File: src/rtl/itcm_port_arbiter.sv
// itcm_port_arbiter: shares the single-port ITCM between instruction fetch (IF) and load/store (LS).
// Latency: grant is combinational in the request cycle; rvalid/rdata follow exactly one cycle after grant.
// Backpressure: a losing requester holds its request; LS has priority, IF is forced after MAX_STALL denials.
//
// Ports:
//   clk, reset                    core clock, asynchronous active-high reset
//   if_req/if_addr -> if_gnt      fetch request channel, granted combinationally
//   if_rvalid/if_rdata            fetch response, one cycle after if_gnt
//   ls_req/ls_we/ls_be/ls_addr/ls_wdata -> ls_gnt   load/store request channel
//   ls_rvalid/ls_rdata            load/store completion (pulses for stores too)
//   mem_en/mem_we/mem_addr/mem_wdata/mem_rdata      ITCM port, read data one cycle after mem_en
module itcm_port_arbiter #(
    parameter int AW        = 14,
    parameter int MAX_STALL = 4
) (
    input  logic          clk,
    input  logic          reset,
    input  logic          if_req,
    input  logic [AW-1:0] if_addr,
    output logic          if_gnt,
    output logic          if_rvalid,
    output logic [31:0]   if_rdata,
    input  logic          ls_req,
    input  logic          ls_we,
    input  logic [3:0]    ls_be,
    input  logic [AW-1:0] ls_addr,
    input  logic [31:0]   ls_wdata,
    output logic          ls_gnt,
    output logic          ls_rvalid,
    output logic [31:0]   ls_rdata,
    output logic          mem_en,
    output logic [3:0]    mem_we,
    output logic [AW-1:0] mem_addr,
    output logic [31:0]   mem_wdata,
    input  logic [31:0]   mem_rdata
);

    localparam logic [3:0] LP_MAX_STALL = 4'(MAX_STALL);

    typedef enum logic [1:0] {
        OWN_NONE = 2'd0,
        OWN_IF   = 2'd1,
        OWN_LS   = 2'd2
    } own_t;

    logic [3:0] r_stall_cnt;
    own_t       r_rsp_own;

    logic [3:0] w_stall_cnt_nxt;
    own_t       w_rsp_own_nxt;
    logic       w_force_if;
    logic       w_if_gnt;
    logic       w_ls_gnt;

    // Fetch wins when it is alone, or when it has already been denied MAX_STALL times.
    // Only the stall counter and the request lines feed the grants; mem_rdata never does.
    assign w_force_if = (r_stall_cnt == LP_MAX_STALL);
    assign w_if_gnt   = if_req & (~ls_req | w_force_if);
    assign w_ls_gnt   = ls_req & ~w_if_gnt;

    assign if_gnt = w_if_gnt;
    assign ls_gnt = w_ls_gnt;

    // Memory port follows the granted requester; fetch never writes.
    assign mem_en    = w_if_gnt | w_ls_gnt;
    assign mem_we    = (w_ls_gnt & ls_we) ? ls_be : 4'b0000;
    assign mem_addr  = w_ls_gnt ? ls_addr : if_addr;
    assign mem_wdata = w_ls_gnt ? ls_wdata : 32'h0;

    always_comb begin
        w_stall_cnt_nxt = r_stall_cnt;
        w_rsp_own_nxt   = OWN_NONE;

        // A denied cycle is one where fetch is still asking and LS took the port.
        if (!if_req || w_if_gnt) begin
            w_stall_cnt_nxt = 4'd0;
        end else if (w_ls_gnt) begin
            w_stall_cnt_nxt = r_stall_cnt + 4'd1;
        end

        if (w_if_gnt) begin
            w_rsp_own_nxt = OWN_IF;
        end else if (w_ls_gnt) begin
            w_rsp_own_nxt = OWN_LS;
        end
    end

    always_ff @(posedge clk or posedge reset) begin
        if (reset) begin
            r_stall_cnt <= 4'd0;
            r_rsp_own   <= OWN_NONE;
        end else begin
            r_stall_cnt <= w_stall_cnt_nxt;
            r_rsp_own   <= w_rsp_own_nxt;
        end
    end

    // Responses: the single owner register keeps them in grant order, one per cycle.
    assign if_rvalid = (r_rsp_own == OWN_IF);
    assign ls_rvalid = (r_rsp_own == OWN_LS);
    assign if_rdata  = mem_rdata;
    assign ls_rdata  = mem_rdata;

endmodule

File: config.mk
export PLATFORM = sky130hd
export DESIGN_NAME = itcm_port_arbiter
export DESIGN_NICKNAME = d
export VERILOG_FILES = /design/src/rtl/itcm_port_arbiter.sv
export SDC_FILE = /design/constraint.sdc
export NUM_CORES = 1
export LEC_CHECK = 0
export BUFFER_PORTS_ARGS = -buffer_cell sky130_fd_sc_hd__clkbuf_2
export CAP_MARGIN = 5
export CORE_AREA = 2 2 86 88
export DETAILED_ROUTE_END_ITERATION = 16
export DIE_AREA = 0 0 88 90
export RECOVER_POWER = 25
export SLEW_MARGIN = 10
export SYNTH_ARGS = -nofsm -noshare
export SYNTH_HDL_FRONTEND = slang
export SYNTH_SLANG_ARGS = --single-unit
export TNS_END_PERCENT = 100
File: constraint.sdc
create_clock -name clk -period 5.9 [get_ports clk]
set_clock_uncertainty 0.05 [all_clocks]
set_input_delay 1.77 -clock clk [delete_from_list [all_inputs] [get_ports clk]]
set_output_delay 1.77 -clock clk [all_outputs]
set_load 0.005 [all_outputs]
# Yosys cells after proc, flatten, opt, wreduce, memory -nomap -nowiden

Index checks and enable logic that the tools add are counted.

Bits in registers: 6
Output and inout port bits: 119
Logic and storage cells: 23

Add/sub/neg operators: 1
Eq/ne operators: 3
Mux-type cells: 7
Bitwise operators: 7
Reductions and logical operators: 3

Operators with widths:

| cell                | count |
|---|---|
| $mux 32             | 1 |
| $mux 14             | 1 |
| $mux 4              | 3 |
| $add 4x1->4 const B | 1 |
| $eq 4x3->1 const B  | 1 |
| $mux 2              | 2 |
| $and 1x1->1         | 3 |
| $eq 2x1->1 const B  | 1 |
| $eq 2x2->1 const B  | 1 |
| $not 1->1           | 2 |
| $or 1x1->1          | 2 |
| $reduce_bool 2->1   | 1 |
| $logic_not 1->1     | 1 |
| $logic_or 1x1->1    | 1 |

# Longest topological paths before layout

Depth in word-level cells: 7
Depth in mapped cells: 6
Depth with buffers taken out: 5

# Worst setup path after synthesis

No wires, ideal clock.

Path kind: in2out
From: input if_req
To: output mem_addr[0]
Arrival time: 2.483 ns
Data required time: 4.080 ns
Path slack: 1.597 ns
Stages: 4
Cells stage by stage: inv_1 -> o21a_4 -> buf_6 -> mux2_4

Word-level cells in the longest chain between the ends: 4

Ends and longest elaborated chain:

| element         | RTL line | text |
|---|---|---|
| start, declared | 18       | `input logic if_req,` |
| $and 1x1->1     | 58       | `assign w_if_gnt = if_req & (~ls_req \| w_force_if);` |
| $not 1->1       | 59       | `assign w_ls_gnt = ls_req & ~w_if_gnt;` |
| $and 1x1->1     | 59       |  |
| $mux 14         | 67       | `assign mem_addr = w_ls_gnt ? ls_addr : if_addr;` |
| end, declared   | 33       | `output logic [AW-1:0] mem_addr,` |

No other way between the ends.

# Worst setup path after layout

From: input ls_req
To: output mem_addr[13]

Word-level cells in the longest chain between the ends: 6

Ends and longest elaborated chain:

| element         | RTL line | text |
|---|---|---|
| start, declared | 23       | `input logic ls_req,` |
| $not 1->1       | 58       |  |
| $or 1x1->1      | 58       |  |
| $and 1x1->1     | 58       |  |
| $not 1->1       | 59       |  |
| $and 1x1->1 *   | 59       |  |
| $mux 14 *       | 67       |  |

Mark *: on every way between the ends. The rest lies on a longest branch, timed or not.

==> flow_metrics.py <==
metrics = {
    "status": {
        "outcome": "finished clean",
    },
    "sta": {
        "setup_tns_ns": 0,
        "relSlewSlack": 0.624,
        "min_period_over_period": 0.809,
        "max_freq_mhz": 210,
        "period_needed_ns": 4.77,
        "rsz0062_at_grt": "no",
        "worst_pin_slew_ns": 0.564,
        "setup_viol": 0,
        "maxSlewViolCount": 0,
        "hold_violations": 0,
    },
    "clock_network": {
        "cts.sink_count": 6,
        "postCtsSetupBuffers": 0,
        "cts-root-buf": "clkbuf_8",
        "path_clk_slew_ns": 0.04,
        "cts_hold_buf": 0,
        "cts_tree": "yes",
        "cts_buffers": 3,
        "h-tree-depth": 1,
        "clock_path_buffers": 2,
        "clk_latency_ns": 0.22,
        "cts_resized": 0,
    },
    "power_and_ir_drop": {
        "power_uw": 182,
        "vdd_drop_max_v": 0.0000583,
        "leakage_uw": 0.000893,
        "power.density_nw_per_um2": 122,
        "seq_power_share": 0.240,
        "sw_frac_of_total": 0.260,
        "switchingPower_uw": 47.3,
        "clkPwrFrac": 0.334,
        "internal-power_uw": 135,
        "p_comb_frac": 0.426,
    },
    "grt": {
        "overflow": 0,
        "antenna_found_initial": 0,
        "grt_pass1_vias": 925,
        "grt_max_degree": 53,
        "grt_util_all_layers": 0.0632,
        "grt_first_pass_wirelength_mm": 3.91,
    },
    "routing": {
        "routed_wl_mm": 3.04,
        "dr.pass1.iters": 2,
        "vias": 1052,
        "via_per_inst": 3.48,
        "drt_iter0_markers": 12,
        "ant_nets": 0,
        "wire_per_inst_um": 10.1,
        "drcViolationCount": 0,
    },
    "die": {
        "rows": 31,
        "io_pins": 220,
        "initial_core_util": 0.175,
        "coreArea_um2": 7020,
        "die_h_um": 90,
        "dieArea_um2": 7920,
        "die_x_um": 88,
    },
    "layout": {
        "nNetsFinal": 308,
        "final_cell_mix": "121 x clkbuf_2, 32 x and2_1, 13 x mux2_4, 6 x dfrtp_1, 5 x inv_1",
        "layout_commonest_cell": "clkbuf_2",
        "area_delta_synth_final_pct": 21.5,
        "diodes": 0,
        "fillers": 778,
        "drive_gt1_frac": 0.690,
    },
    "setup_path": {
        "critical_path_class": "primary input to primary output",
        "worstPathMaxFanout": 52,
        "endpoint_kind": "primary output",
        "cp.arrival_ns": 2.95,
        "timing.rr.start": "r_stall_cnt[0]$_DFFE_PP0P_",
        "crit_path_start": "ls_req",
        "critPathLaunchType": "primary input",
        "crit_required_ns": 4.08,
    },
    "placement": {
        "gp_congestion": 0.640,
        "dp_hpwl_mm": 2.64,
        "port_buffers": 123,
    },
    "min_path": {
        "min_path_type": "register to register",
        "min_from": "r_stall_cnt[0]$_DFFE_PP0P_",
    },
    "yosys": {
        "synth.ff_latch_count": 6,
        "syn-cell-area_um2": 1230,
        "ys_types": 19,
        "syn_inst": 146,
        "synth.top_cell.area_share": 0.391,
        "yosysWarnings": 0,
        "yosys.area.top_type": "buf_4",
        "synth_area_leaders": "buf_4 39%, and2_1 16%, mux2_4 16%, dfrtp_1 12%, and3_1 2.0%",
        "synth_fp_nets": 249,
        "seq_area_frac_synth": 0.122,
        "synth_area_per_cell_um2": 8.42,
    },
    "job": {
        "maxCapViolCount": 0,
    },
}
[final cells by class]
cell class,count,area [µm²],share of cell area
Timing Repair Buffer,123,613,0.411
Multi-Input combinational cell,66,546,0.365
Sequential cell,6,150,0.101
Tap cell,99,124,0.0830
Clock buffer,3,41.3,0.0277
Inverter,5,18.8,0.0126
[final timing paths]
| path | endpoint | slack [ns] | cells after the start |
|---|---|---|---|
| worst max-delay path | mem_addr[13] | 1.13 | 4 |
| worst min-delay path | r_stall_cnt[0]$_DFFE_PP0P_ | 0.44 | 1 |
| worst max register to register | r_rsp_own[1]$_DFF_PP0_ | 4.40 | 4 |
| worst min register to register | r_stall_cnt[0]$_DFFE_PP0P_ | 0.44 | 1 |
| max in group asynchronous | r_rsp_own[0]$_DFF_PP0_ | 4.23 | 2 |
| min in group asynchronous | r_stall_cnt[2]$_DFFE_PP0P_ | 1.38 | 2 |
[critical path, stage by stage]
cell and delay, ns:
clkbuf_1 0.15, o21a_4 0.52, mux2_2 0.39, clkbuf_2 0.11
[sequential cells by signal (all words and copies together) (netlist names)]
| register | flops |
|---|---|
| r_rsp_own | 2 |
| r_stall_cnt | 4 |
[power groups by stage]
stage	combinational (µW)	sequential (µW)	clock, µW
after floorplan	70.4	43.9	0
after global placement	78.4	44.1	0
after detailed placement	79.2	44.2	0
after CTS	79.5	43.7	63.5
after global routing	86.1	43.8	65.4
final	77.4	43.7	60.8
[per-layer routing]
layer | vias to the layer above | GRT usage | part of all wire
li1 | 504 | - | -
met1 | 437 | 0.0511 | 0.32
met2 | 92 | 0.122 | 0.48
met3 | 19 | 0.0174 | 0.15
met4 | 0 | 0.0462 | 0.044
met5 | - | 0 | 0
[through the flow]
stage               setup slack, ns  hold WS, ns  instance area (µm²)  utilization  std cells
floorplan                      1.60        0.404                 1230            -        146
global placement               1.14        0.435                 1450        0.207        299
detailed placement             1.11        0.438                 1450        0.207        299
CTS                            1.11        0.441                 1500        0.213        302
global route                   1.04        0.466                 1490        0.213        302
finish                         1.13        0.436                 1490        0.213        302
[cells by family after synthesis]
kind of cell	count (synthesis)	synth area share
buffers and inverters	74	0.434
xor gates and xnor gates	2	0.0143
DFF	6	0.122
muxes	14	0.168
adders and majority gates	2	0.0204
AOI/OAI and AO/OA	2	0.0163
and+or+nand+nor	46	0.225
[synth_stat cells]
cell type / instances
buf_4: 64
and2_1: 32
mux2_4: 13
dfrtp_1: 6
inv_1: 5
and3_1: 4
nor2_1: 4
clkbuf_1: 3
buf_6: 2
ha_1: 2
nand3_1: 2
nor2b_1: 2
a21oi_1: 1
mux2_2: 1
nand3b_1: 1
o21a_4: 1
or2_2: 1
xnor2_1: 1
xor2_1: 1
(Power assumes the default switching activity.)
